<file path="config.mk">
export PLATFORM = sky130hd
export DESIGN_NAME = vga_sync_receiver
export DESIGN_NICKNAME = d
export VERILOG_FILES = /design/src/rtl/vga_sync_receiver.sv
export SDC_FILE = /design/constraint.sdc
export NUM_CORES = 1
export LEC_CHECK = 0
export CORE_MARGIN = 1
export CORE_UTILIZATION = 40
export DETAILED_ROUTE_END_ITERATION = 6
export PLACE_DENSITY = 0.67
export SYNTH_ARGS = -nofsm -noshare
export SYNTH_HDL_FRONTEND = slang
export SYNTH_SLANG_ARGS = --single-unit
</file>
<file path="constraint.sdc">
create_clock -name iVGA_CLK -period 7.7 [get_ports iVGA_CLK]
set_input_delay 0.77 -clock iVGA_CLK [delete_from_list [all_inputs] [get_ports iVGA_CLK]]
set_output_delay 0.77 -clock iVGA_CLK [all_outputs]
set_load 0.05 [all_outputs]
</file>
<file path="src/rtl/vga_sync_receiver.sv">
// vga_sync_receiver: sink-side decoder/checker for a VGA stream.
// Recovers pixel coordinates and colour, pulses on frame start, verifies
// line and frame geometry and reports a timing-lock indication.
//
// oPIX_VALID is a one-cycle qualifier for oX/oY/oB/oG/oR with no ready
// signal: the stream cannot be stalled, so a consumer must take every beat
// on which oPIX_VALID is high; the data outputs hold between beats.
module vga_sync_receiver #(
  parameter int H_ACTIVE    = 640,
  parameter int H_TOTAL     = 800,
  parameter int V_ACTIVE    = 480,
  parameter int V_TOTAL     = 525,
  parameter int LOCK_FRAMES = 2
) (
  input  logic        iVGA_CLK,
  input  logic        iRST_n,
  input  logic        iHS,
  input  logic        iVS,
  input  logic        iBLANK_n,
  input  logic [7:0]  iB,
  input  logic [7:0]  iG,
  input  logic [7:0]  iR,
  output logic        oPIX_VALID,
  output logic [9:0]  oX,
  output logic [9:0]  oY,
  output logic [7:0]  oB,
  output logic [7:0]  oG,
  output logic [7:0]  oR,
  output logic        oFRAME_START,
  output logic        oLOCKED,
  output logic        oERR_H,
  output logic        oERR_V,
  output logic [15:0] oFRAME_CNT,
  output logic [1:0]  oSTATE
);

  localparam logic [10:0] HT_L   = 11'(H_TOTAL);
  localparam logic [10:0] HA11_L = 11'(H_ACTIVE);
  localparam logic [9:0]  HA_L   = 10'(H_ACTIVE);
  localparam logic [9:0]  VA_L   = 10'(V_ACTIVE);
  localparam logic [9:0]  VT_L   = 10'(V_TOTAL);
  localparam logic [3:0]  LF_L   = 4'(LOCK_FRAMES);

  typedef enum logic [1:0] {
    SEARCH  = 2'd0,
    MEASURE = 2'd1,
    LOCKED  = 2'd2
  } state_t;

  state_t      state_q, state_d;
  logic [3:0]  good_q, good_d;
  logic [15:0] fcnt_d;
  logic        frame_bad_q, frame_bad_d;
  logic        bad_now;

  logic        prev_hs, prev_vs;
  logic [10:0] h_clk, act_px;
  logic        line_act, h_meas_en;
  logic [9:0]  x_cnt, y_cnt, v_lines;
  logic [9:0]  y_after_hs, v_after_hs;
  logic        hs_fall, vs_fall, pix_ok, err_h, err_v;

  assign hs_fall = prev_hs & ~iHS;
  assign vs_fall = prev_vs & ~iVS;
  assign pix_ok  = iBLANK_n && (x_cnt < HA_L) && (y_cnt < VA_L);
  assign oLOCKED = (state_q == LOCKED);
  assign oSTATE  = state_q;

  // Line/frame checks; a coincident HS fall is folded into the ending frame first.
  always_comb begin
    y_after_hs = y_cnt;
    v_after_hs = v_lines;
    if (hs_fall && line_act && (y_cnt != 10'h3FF)) y_after_hs = y_cnt + 10'd1;
    if (hs_fall && (v_lines != 10'h3FF))           v_after_hs = v_lines + 10'd1;
    err_h = hs_fall && h_meas_en &&
            !((h_clk == HT_L) && ((act_px == 11'd0) || (act_px == HA11_L)));
    err_v = vs_fall && (state_q != SEARCH) &&
            !((v_after_hs == VT_L) && (y_after_hs == VA_L));
  end

  // Lock state machine: count good frames, drop lock on any timing error.
  always_comb begin
    state_d     = state_q;
    good_d      = good_q;
    fcnt_d      = oFRAME_CNT;
    frame_bad_d = frame_bad_q;
    bad_now     = frame_bad_q | err_h | err_v;
    if (vs_fall) begin
      frame_bad_d = 1'b0;
      unique case (state_q)
        SEARCH: begin
          state_d = MEASURE;
          good_d  = 4'd0;
        end
        MEASURE: begin
          if (bad_now) begin
            good_d = 4'd0;
          end else begin
            good_d = good_q + 4'd1;
            if (good_q + 4'd1 == LF_L) state_d = LOCKED;
          end
        end
        LOCKED: begin
          if (bad_now) begin
            state_d = MEASURE;
            good_d  = 4'd0;
          end else begin
            fcnt_d = oFRAME_CNT + 16'd1;
          end
        end
        default: state_d = SEARCH;
      endcase
    end else if (err_h) begin
      frame_bad_d = 1'b1;
      if (state_q == LOCKED) begin
        state_d = MEASURE;
        good_d  = 4'd0;
      end
    end
  end

  // Lock state register and locked-frame counter.
  always_ff @(posedge iVGA_CLK) begin
    if (!iRST_n) begin
      state_q     <= SEARCH;
      good_q      <= 4'd0;
      frame_bad_q <= 1'b0;
      oFRAME_CNT  <= 16'd0;
    end else begin
      state_q     <= state_d;
      good_q      <= good_d;
      frame_bad_q <= frame_bad_d;
      oFRAME_CNT  <= fcnt_d;
    end
  end

  // Edge detection, line/frame counters and the registered pixel path.
  always_ff @(posedge iVGA_CLK) begin
    if (!iRST_n) begin
      prev_hs      <= 1'b1;
      prev_vs      <= 1'b1;
      h_clk        <= 11'd0;
      act_px       <= 11'd0;
      line_act     <= 1'b0;
      h_meas_en    <= 1'b0;
      x_cnt        <= 10'd0;
      y_cnt        <= 10'd0;
      v_lines      <= 10'd0;
      oPIX_VALID   <= 1'b0;
      oX           <= 10'd0;
      oY           <= 10'd0;
      oB           <= 8'd0;
      oG           <= 8'd0;
      oR           <= 8'd0;
      oFRAME_START <= 1'b0;
      oERR_H       <= 1'b0;
      oERR_V       <= 1'b0;
    end else begin
      prev_hs      <= iHS;
      prev_vs      <= iVS;
      oPIX_VALID   <= pix_ok;
      oFRAME_START <= vs_fall;
      oERR_H       <= err_h;
      oERR_V       <= err_v;
      if (pix_ok) begin
        oX <= x_cnt;
        oY <= y_cnt;
        oB <= iB;
        oG <= iG;
        oR <= iR;
      end
      if (hs_fall) begin
        h_clk     <= 11'd1;
        act_px    <= 11'd0;
        line_act  <= 1'b0;
        x_cnt     <= 10'd0;
        h_meas_en <= (state_q != SEARCH);
      end else begin
        if (h_clk != 11'h7FF) h_clk <= h_clk + 11'd1;
        if (iBLANK_n && (act_px != 11'h7FF)) act_px <= act_px + 11'd1;
        if (iBLANK_n) line_act <= 1'b1;
        if (pix_ok) x_cnt <= x_cnt + 10'd1;
      end
      if (vs_fall) begin
        y_cnt   <= 10'd0;
        v_lines <= 10'd0;
        if (state_q == SEARCH) h_meas_en <= 1'b0;
      end else begin
        y_cnt   <= y_after_hs;
        v_lines <= v_after_hs;
      end
    end
  end

endmodule

</file>
==> results of run 1 <==
==> registers in the layout, indices dropped and copies added (netlist names) <==
| register | count |
|---|---|
| prev_hs | 1 |
| act_px | 11 |
| oERR_H | 1 |
| oY | 10 |
| v_lines | 10 |
| x_cnt | 10 |
| oFRAME_CNT | 16 |
| oPIX_VALID | 1 |
| line_act | 1 |
| oG | 8 |
| good_q | 4 |
| h_clk | 11 |
| oFRAME_START | 1 |
| prev_vs | 1 |
| oB | 8 |
| oX | 10 |
| oSTATE | 2 |
| oERR_V | 1 |
| oR | 8 |
| frame_bad_q | 1 |
| h_meas_en | 1 |
| y_cnt | 10 |
==> routing by layer <==
layer,vias to the layer above,GRT usage
met2,88,0.303
met4,0,0.0764
met3,22,0.0557
li1,2487,-
met5,-,0
met1,2332,0.225
==> where the power goes <==
group | internal (mW) | leakage, nW | switching (mW) | total (mW)
Combinational | 0.0428 | 1.26 | 0.0749 | 0.118
Clock | 0.546 | 0.298 | 0.270 | 0.816
Sequential | 0.671 | 1.03 | 0.0100 | 0.681
==> cells by family (layout without fill, tap and decap cells) <==
| kind of cell | count (synthesis) | count (layout) | synth area share |
|---|---|---|---|
| muxes | 8 | 8 | 0.0145 |
| xor gates and xnor gates | 36 | 36 | 0.0564 |
| adders and majority gates | 10 | 10 | 0.0224 |
| DFF | 127 | 127 | 0.454 |
| and+or+nand+nor | 311 | 311 | 0.275 |
| AOI/OAI and AO/OA | 126 | 126 | 0.135 |
| buffers and inverters | 50 | 146 | 0.0418 |
==> worst max-delay path, delay by kind of cell <==
family | cells | cell delay, ps
multiplexers | 1 | 380
buffers and inverters | 1 | 490
AND/OR/NAND/NOR | 6 | 2140
AO/OA/AOI/OAI | 1 | 140
==> metrics by stage <==
step                cells  power, mW
global route          940       1.67
finish                940       1.62
floorplan             668      0.769
global placement      911      0.811
detailed placement    911      0.813
CTS                   940       1.64
==> cell type report <==
cell class,count,area (sq um)
clock buffers,24,502
clock inverters,5,104
fillers,1228,6210
inverters,19,71.3
multi-input cells,491,2830
flip-flops and latches,127,2540
well taps,176,220
repair buffers,98,973
==> cell usage in the layout, fill, tap and decap left out, types with 4 or more instances in the layout <==
master / count
nand4_1: 14
o22ai_1: 4
o21ai_0: 17
o221a_2: 4
mux2i_1: 7
nand2_1: 118
xnor2_1: 16
a211oi_1: 4
or3_1: 9
nand3_1: 21
nor4_1: 8
a21oi_1: 67
clkbuf_8: 5
a31oi_1: 6
ha_1: 10
xor2_1: 20
inv_1: 19
clkbuf_16: 17
and4_1: 4
dfxtp_1: 127
and3_1: 15
and2_1: 5
clkdlybuf4s50_1: 95
nor3_1: 17
nand2b_1: 10
nor2_1: 65
==> worst min path at each step <==
stage	to	slack [ps]	depth (start not counted)
floorplan	oFRAME_START	410	2
global placement	oFRAME_START	420	2
detailed placement	oFRAME_START	430	2
CTS	oFRAME_START	440	2
global route	oX[4]	470	2
finish	oFRAME_START	440	2
==> flow_metrics.env, run 1 <==
export IMPL_dp_hpwl_um=9000
export IMPL_cts_buffer_depth=2
export IMPL_cp_required_ps=8050
export IMPL_worst_pin_slew_ps=1050
export IMPL_htreeDepth=4
export IMPL_port_buffers=95
export IMPL_worstReg2RegStart="y_cnt[0]"
export IMPL_path_cells="clkdlybuf4s50_1, nand4b_2, nor3_1, mux2_2, nor3b_2, nand4b_4, or4b_4, or4_1, a21oi_1"
export IMPL_seq_area_frac_synth=0.454
export IMPL_cts_buffers_inserted=17
export IMPL_r2r_slack_ps=4480
export IMPL_max_slew_margin=0.297
export IMPL_layout_min_cycle_time_ps=3580
export IMPL_core_area_sq_um=13500
export IMPL_die_w_um=120
export IMPL_dp_slack_ps=3680
export IMPL_setup_ws_ps=4120
export IMPL_crit_path_end_kind="register"
export IMPL_top_layer="met4"
export IMPL_via_count=4929
export IMPL_clkSinkCount=127
export IMPL_drv_cap=0
export IMPL_antennaDiodeCount=0
export IMPL_syn_inst=668
export IMPL_hp_start="prev_vs"
export IMPL_first_global_vias=4523
export IMPL_firstDrtPassIters=4
export IMPL_drtIter0Drc=337
export IMPL_critical_path_arrival_ps=3930
export IMPL_grt_pass1_wl_um=21200
export IMPL_route_detailed_vias_per_inst=5.24
export IMPL_hold_buffers=0
export IMPL_synth_ff_type="dfxtp_1"
export IMPL_track_usage=0.185
export IMPL_drc_errors=0
export IMPL_wl_met2_um=6270
export IMPL_drive_gt1_frac=0.0668
export IMPL_skew_ps=8.57
export IMPL_areaGrowthSynthToFinish_pct=29.4
export IMPL_synth_nets=707
export IMPL_nets=793
export IMPL_cts_tree="done"
export IMPL_detail_route_wl_per_cell_um=13.7
export IMPL_async_flop_share=0
export IMPL_setup_viol=0
export IMPL_antenna_found_initial=0
export IMPL_synth_most_common_cell="dfxtp_1"
export IMPL_yosysUniqueCellTypes=62
export IMPL_crit_path_start="iHS"
export IMPL_irDropWorstVdd_mv=0.166
export IMPL_synth_edff_count=0
export IMPL_post_cts_buffers=0
export IMPL_dieArea_sq_um=14500
export IMPL_rsz0062_at_grt="false"
export IMPL_final_hold_viol_count=0
export IMPL_yosysTopAreaCell="dfxtp_1"
export IMPL_syn_area_per_cell_sq_um=8.38
export IMPL_design_area_sq_um=7240
export IMPL_ctsResizeCount=0
export IMPL_grt_start_max_net_pins=57
export IMPL_clk_pin_slew_ps=50
export IMPL_postSynthRegisterBits=127
export IMPL_rr_endpoint="oFRAME_CNT[6]"
export IMPL_drv_slew=0
export IMPL_startpoint_type="primary input"
export IMPL_met1_length_um=5840
export IMPL_rows=42
export IMPL_io_pins=96
export IMPL_max_stage_delay_ps=640
export IMPL_critPathKind="primary input to register"
export IMPL_grt_overflow_total=0
export IMPL_cp_max_fo=11
export IMPL_setup_worst_path_end="oFRAME_CNT[6]"
export IMPL_hold_path_class="register to register"
export IMPL_finalCritPeriodShare=0.465
export IMPL_gp_congestion=0.871
export IMPL_power_per_cell_area_nw_per_um2=223
export IMPL_utilization=0.538
export IMPL_p_leak_nw=2.59
export IMPL_die_h_um=120
export IMPL_max_freq_ghz=0.279
export IMPL_yosys_warnings=0
export IMPL_placed_area_sq_um=6640
export IMPL_ant_nets=0
export IMPL_status="finished clean"
export IMPL_reg2reg_depth=9
export IMPL_root_buffer="clkbuf_16"
export IMPL_start_util=0.416
export IMPL_yosysTopAreaCellShare=0.454
export IMPL_synth_area_top_cells="dfxtp_1, nand2_1, a21oi_1"
export IMPL_whs_ps=438
export IMPL_wirelength_um=12900
export IMPL_crit_slowest_cell="or4b_4"
export IMPL_route_met3_wl_um=534
export IMPL_netlist_top_cells_count="dfxtp_1, nand2_1, a21oi_1, nor2_1"
export IMPL_clk_insertion_delay_late_ps=420
export IMPL_fin_setup_tns_ps=0
export IMPL_synth_area_sq_um=5600
No activity file was read; power rests on OpenSTA's default activity.
==> run 2: changes to the inputs <==
--- a/config.mk
+++ b/config.mk
@@ -8,7 +8,7 @@
 export CORE_MARGIN = 1
 export CORE_UTILIZATION = 40
 export DETAILED_ROUTE_END_ITERATION = 6
-export PLACE_DENSITY = 0.67
+export PLACE_DENSITY = 0.7
 export SYNTH_ARGS = -nofsm -noshare
 export SYNTH_HDL_FRONTEND = slang
 export SYNTH_SLANG_ARGS = --single-unit
==> constraint.sdc (replaced) <==
create_clock -name iVGA_CLK -period 2.9 [get_ports iVGA_CLK]
set_input_delay 0.29 -clock iVGA_CLK [delete_from_list [all_inputs] [get_ports iVGA_CLK]]
set_output_delay 0.29 -clock iVGA_CLK [all_outputs]
set_load 0.05 [all_outputs]
==> flow_metrics.env, run 2 (synthesized netlist as in run 1, its figures left out) <==
export IMPL_status="finished clean"
export IMPL_gp_congestion=0.933
export IMPL_design_area_sq_um=7580
export IMPL_layout_min_cycle_time_ps=2850
export IMPL_path_cells="buf_4, nand4_1, nor3_2, mux2_2, nor3b_2, nand4b_4, or4b_4, or4_1, a21oi_1"
export IMPL_max_stage_delay_ps=560
export IMPL_hold_path_class="primary input to register"
export IMPL_utilization=0.564
export IMPL_startpoint_type="register"
export IMPL_grt_start_max_net_pins=56
export IMPL_final_hold_viol_count=0
export IMPL_dp_hpwl_um=10100
export IMPL_rsz0062_at_grt="true"
export IMPL_drive_gt1_frac=0.133
export IMPL_most_common_layout_cells="dfxtp_1, nand2_1, clkdlybuf4s50_1"
export IMPL_finalCritPeriodShare=0.981
export IMPL_drtIter0Drc=351
export IMPL_hold_path_end="oB[0]"
export IMPL_wirelength_um=14300
export IMPL_clk_pin_slew_ps=50
export IMPL_core_area_sq_um=13500
export IMPL_firstDrtPassIters=5
export IMPL_cts_tree="done"
export IMPL_hold_depth=3
export IMPL_detail_route_wl_per_cell_um=14.5
export IMPL_path_buf_inv=1
export IMPL_final_common_cell="dfxtp_1"
export IMPL_largest_register="oFRAME_CNT"
export IMPL_antenna_found_initial=0
export IMPL_io_pins=96
export IMPL_p_leak_nw=2.77
export IMPL_dieArea_sq_um=14500
export IMPL_dp_slack_ps=-399
export IMPL_track_usage=0.201
export IMPL_start_util=0.416
export IMPL_ant_nets=0
export IMPL_first_global_vias=5011
export IMPL_irDropWorstVdd_mv=0.461
export IMPL_grt_pass1_wl_um=23100
export IMPL_root_buffer="clkbuf_16"
export IMPL_grt_overflow_total=0
export IMPL_reg2reg_depth=9
export IMPL_hold_buffers=0
export IMPL_rr_endpoint="oFRAME_CNT[6]"
export IMPL_crit_path_end_kind="register"
export IMPL_skew_ps=6.71
export IMPL_via_count=5271
export IMPL_cts_buffers_inserted=17
export IMPL_place_inst=956
export IMPL_die_w_um=120
export IMPL_worst_pin_slew_ps=759
export IMPL_drc_errors=0
export IMPL_hp_start="iB[0]"
export IMPL_cts_buffer_depth=2
export IMPL_htreeDepth=4
export IMPL_drv_cap=0
export IMPL_drv_slew=0
export IMPL_reg_top3="oFRAME_CNT x16, act_px x11, h_clk x11"
export IMPL_cp_top_family="simple AND/OR/NAND/NOR gates"
export IMPL_die_h_um=120
export IMPL_setup_ws_ps=54.8
export IMPL_clk_insertion_delay_late_ps=420
export IMPL_cp_required_ps=3240
export IMPL_rows=42
export IMPL_max_slew_margin=0.492
export IMPL_crit_slowest_cell="or4b_4"
export IMPL_route_detailed_vias_per_inst=5.35
export IMPL_worstReg2RegStart="y_cnt[1]"
export IMPL_placed_area_sq_um=6980
export IMPL_areaGrowthSynthToFinish_pct=35.5
export IMPL_setup_viol=0
export IMPL_clkSinkCount=127
export IMPL_critical_path_arrival_ps=3190
export IMPL_max_freq_ghz=0.351
export IMPL_final_cells=985
export IMPL_power_per_cell_area_nw_per_um2=528
export IMPL_r2r_slack_ps=50
export IMPL_port_buffers=95
export IMPL_cp_max_fo=9
export IMPL_antennaDiodeCount=0
export IMPL_largest_reg_flops=16
export IMPL_nets=839
export IMPL_critPathKind="register to register"
==> run 2: layout make-up <==
type / count / area [sq um]
Tap cell: 176 / 220
Inverter: 19 / 71.3
Fill cell: 1206 / 5870
Clock inverter: 1 / 5.00
Multi-Input combinational cell: 491 / 2910
Timing Repair Buffer: 144 / 1320
Clock buffer: 27 / 503
Sequential cell: 127 / 2550
==> run 2: where the power goes <==
| part | total [mW] | switching, mW | internal (mW) |
|---|---|---|---|
| sequential | 1.81 | 0.0255 | 1.78 |
| combinational | 0.341 | 0.210 | 0.131 |
| clock | 1.85 | 0.689 | 1.16 |
| total | 4.00 | 0.925 | 3.07 |
==> run 2: repair_timing <==
| item | CTS | global route |
|---|---|---|
| cloned | 0 | 0 |
| pin swaps | 1 | 4 |
| gates resized for setup | 1 | 19 |
| buffers inserted | 0 | 1 |
| endpoints found under the setup margin | 1 | 7 |
==> run 2: worst max path at each step <==
stage / start / endpoint / slack, ps / cells past startpoint
3_5_place_dp: iHS / oFRAME_CNT[6] / -400 / 9
3_3_place_gp: iHS / oFRAME_CNT[6] / -370 / 9
2_1_floorplan: line_act / oFRAME_CNT[7] / 50 / 10
4_1_cts: y_cnt[0] / oFRAME_CNT[6] / 4 / 9
5_1_grt: v_lines[1] / oFRAME_CNT[6] / -40 / 10
6_report: y_cnt[1] / oFRAME_CNT[6] / 50 / 9
==> run 2: routing by layer <==
metal	wire length, um	vias to the layer above	global-route usage	part of all wire
met5	0	-	0	0
met3	666	29	0.0491	0.047
met2	7180	126	0.342	0.50
li1	-	2580	-	-
met1	6160	2536	0.236	0.43
met4	309	0	0.0949	0.022
==> run 2: metrics by stage <==
stage / hold slack (ps) / TNS, ps / total power, mW
after floorplan: 391 / 0 / 2.04
after global placement: 418 / -1510 / 2.17
after detailed placement: 419 / -2170 / 2.18
after CTS: 412 / 0 / 4.03
after global routing: 432 / -40.0 / 4.14
final: 423 / 0 / 4.00
==> run 2: worst min-delay path, stage by stage <==
cell and delay, ps:
clkdlybuf4s50_1 390, nand2_1 50, a21oi_1 50
==> run 3: changes to the inputs <==
--- a/config.mk
+++ b/config.mk
@@ -8,6 +8,7 @@
 export CORE_MARGIN = 1
 export CORE_UTILIZATION = 40
 export DETAILED_ROUTE_END_ITERATION = 6
+export GPL_ROUTABILITY_DRIVEN = 0
 export PLACE_DENSITY = 0.7
 export SYNTH_ARGS = -nofsm -noshare
 export SYNTH_HDL_FRONTEND = slang
==> flow_metrics.env, run 3 (synthesized netlist as in run 1, its figures left out) <==
export IMPL_port_buffers=95
export IMPL_clk_insertion_delay_late_ps=410
export IMPL_internal_power_mw=3.17
export IMPL_drive_gt1_frac=0.149
export IMPL_firstDrtPassIters=6
export IMPL_drtIter0Drc=327
export IMPL_largest_reg_flops=16
export IMPL_rows=42
export IMPL_setup_viol=0
export IMPL_clock_power_share=0.480
export IMPL_clkSinkCount=127
export IMPL_cp_required_ps=3240
export IMPL_p_sw_uw=963
export IMPL_utilization=0.571
export IMPL_detail_route_wl_per_cell_um=14.3
export IMPL_max_slew_margin=0.499
export IMPL_dieArea_sq_um=14500
export IMPL_grt_start_max_net_pins=56
export IMPL_nets=838
export IMPL_cts_buffers_inserted=17
export IMPL_start_util=0.416
export IMPL_drv_cap=0
export IMPL_fin_setup_tns_ps=0
export IMPL_finalCritPeriodShare=0.977
export IMPL_cp_max_fo=8
export IMPL_worstReg2RegStart="y_cnt[0]"
export IMPL_crit_path_end_kind="register"
export IMPL_route_detailed_vias_per_inst=5.29
export IMPL_regArea_sq_um=2550
export IMPL_switching_share=0.233
export IMPL_irDropWorstVdd_mv=0.402
export IMPL_crit_path_start="y_cnt[0]"
export IMPL_io_pins=96
export IMPL_first_global_vias=4950
export IMPL_ant_nets=0
export IMPL_grt_overflow_total=0
export IMPL_drv_slew=0
export IMPL_htreeDepth=4
export IMPL_drc_errors=0
export IMPL_max_freq_ghz=0.353
export IMPL_power_per_cell_area_nw_per_um2=538
export IMPL_most_common_layout_cells="nand2_1, dfxtp_1, clkdlybuf4s50_1"
export IMPL_startpoint_type="register"
export IMPL_track_usage=0.196
export IMPL_cts_tree="done"
export IMPL_nFillCells=1184
export IMPL_hold_path_class="primary input to register"
export IMPL_die_w_um=120
export IMPL_p_leak_nw=2.83
export IMPL_root_buffer="clkbuf_16"
export IMPL_hp_start="iHS"
export IMPL_worst_pin_slew_ps=750
export IMPL_whs_ps=371
export IMPL_status="finished clean"
export IMPL_antennaDiodeCount=0
export IMPL_seqPwrFrac=0.437
export IMPL_areaGrowthSynthToFinish_pct=37.3
export IMPL_via_count=5220
export IMPL_wirelength_um=14100
export IMPL_design_area_sq_um=7680
export IMPL_dp_hpwl_um=9710
export IMPL_grt_pass1_wl_um=22800
export IMPL_final_hold_viol_count=0
export IMPL_placed_area_sq_um=6970
export IMPL_critical_path_arrival_ps=3170
export IMPL_antenna_found_initial=0
export IMPL_layout_min_cycle_time_ps=2830
export IMPL_core_area_sq_um=13500
export IMPL_clk_pin_slew_ps=50
export IMPL_rsz0062_at_grt="true"
export IMPL_die_h_um=120
export IMPL_multiInputGateArea_sq_um=2960
export IMPL_largest_register="oFRAME_CNT"
export IMPL_critPathKind="register to register"
export IMPL_reg_top3="oFRAME_CNT x16, act_px x11, h_clk x11"
export IMPL_power_frac_comb=0.082
export IMPL_cts_buffer_depth=2
export IMPL_hold_buffers=0
export IMPL_skew_ps=9.58
run 3: cell count changes in the layout (fill, tap and decap cells not counted), moves of 2 or more:
cell      before  now
dfxtp_1      122  118
dfxtp_2        5    9
clkbuf_1       6    4
clkinv_2       1    4
buf_4         49   46
run 3: timing repair:
item | in CTS | in global routing
pin swaps | 1 | 6
setup buffers | 0 | 3
setup endpoints to repair | 1 | 10
resized for setup | 4 | 32
run 3: routing by layer:
| metal | share of wire | GRT usage |
|---|---|---|
| met4 | 0.018 | 0.0887 |
| met3 | 0.037 | 0.0401 |
| met5 | 0 | 0 |
| met2 | 0.50 | 0.335 |
| met1 | 0.45 | 0.235 |
run 3: final timing paths:
path              depth (start not counted)  slack [ps]            end
setup / recovery                          9          70  oFRAME_CNT[6]
hold / removal                            2         370        prev_hs
hold reg to reg                           2         430   oFRAME_START
setup reg to reg                          9          70  oFRAME_CNT[6]
run 3: area by class of cell:
| cell class | instances | share of cell area |
|---|---|---|
| Clock buffer | 25 | 0.0645 |
| Clock inverter | 6 | 0.00749 |
| Inverter | 19 | 0.00928 |
| Multi-Input combinational cell | 491 | 0.385 |
| Sequential cell | 127 | 0.332 |
| Tap cell | 176 | 0.0287 |
| Timing Repair Buffer | 143 | 0.173 |
run 3: power by group through the flow:
stage	registers (mW)	clock network (mW)	logic (mW)
final	1.81	1.99	0.341
after floorplan	1.93	0	0.117
after detailed placement	1.84	0	0.337
after global placement	1.84	0	0.330
after CTS	1.81	2.01	0.339
after global routing	1.81	2.09	0.363
run 3: critical path, stage by stage, from the launching register on:
cell and delay [ps]:
dfxtp_2 330, buf_6 110, nand4_1 170, nor3_2 250
mux2_4 340, nor3b_4 230, nand4b_4 120, or4b_4 550
or4_4 510, a21oi_2 140
run 3: stage by stage:
stage               setup WS (ps)  instances  power, mW
global route                -44.4        987       4.26
CTS                         0.304        984       4.15
floorplan                    50.4        668       2.04
detailed placement           -424        953       2.18
global placement             -350        953       2.17
finish                       68.0        987       4.13
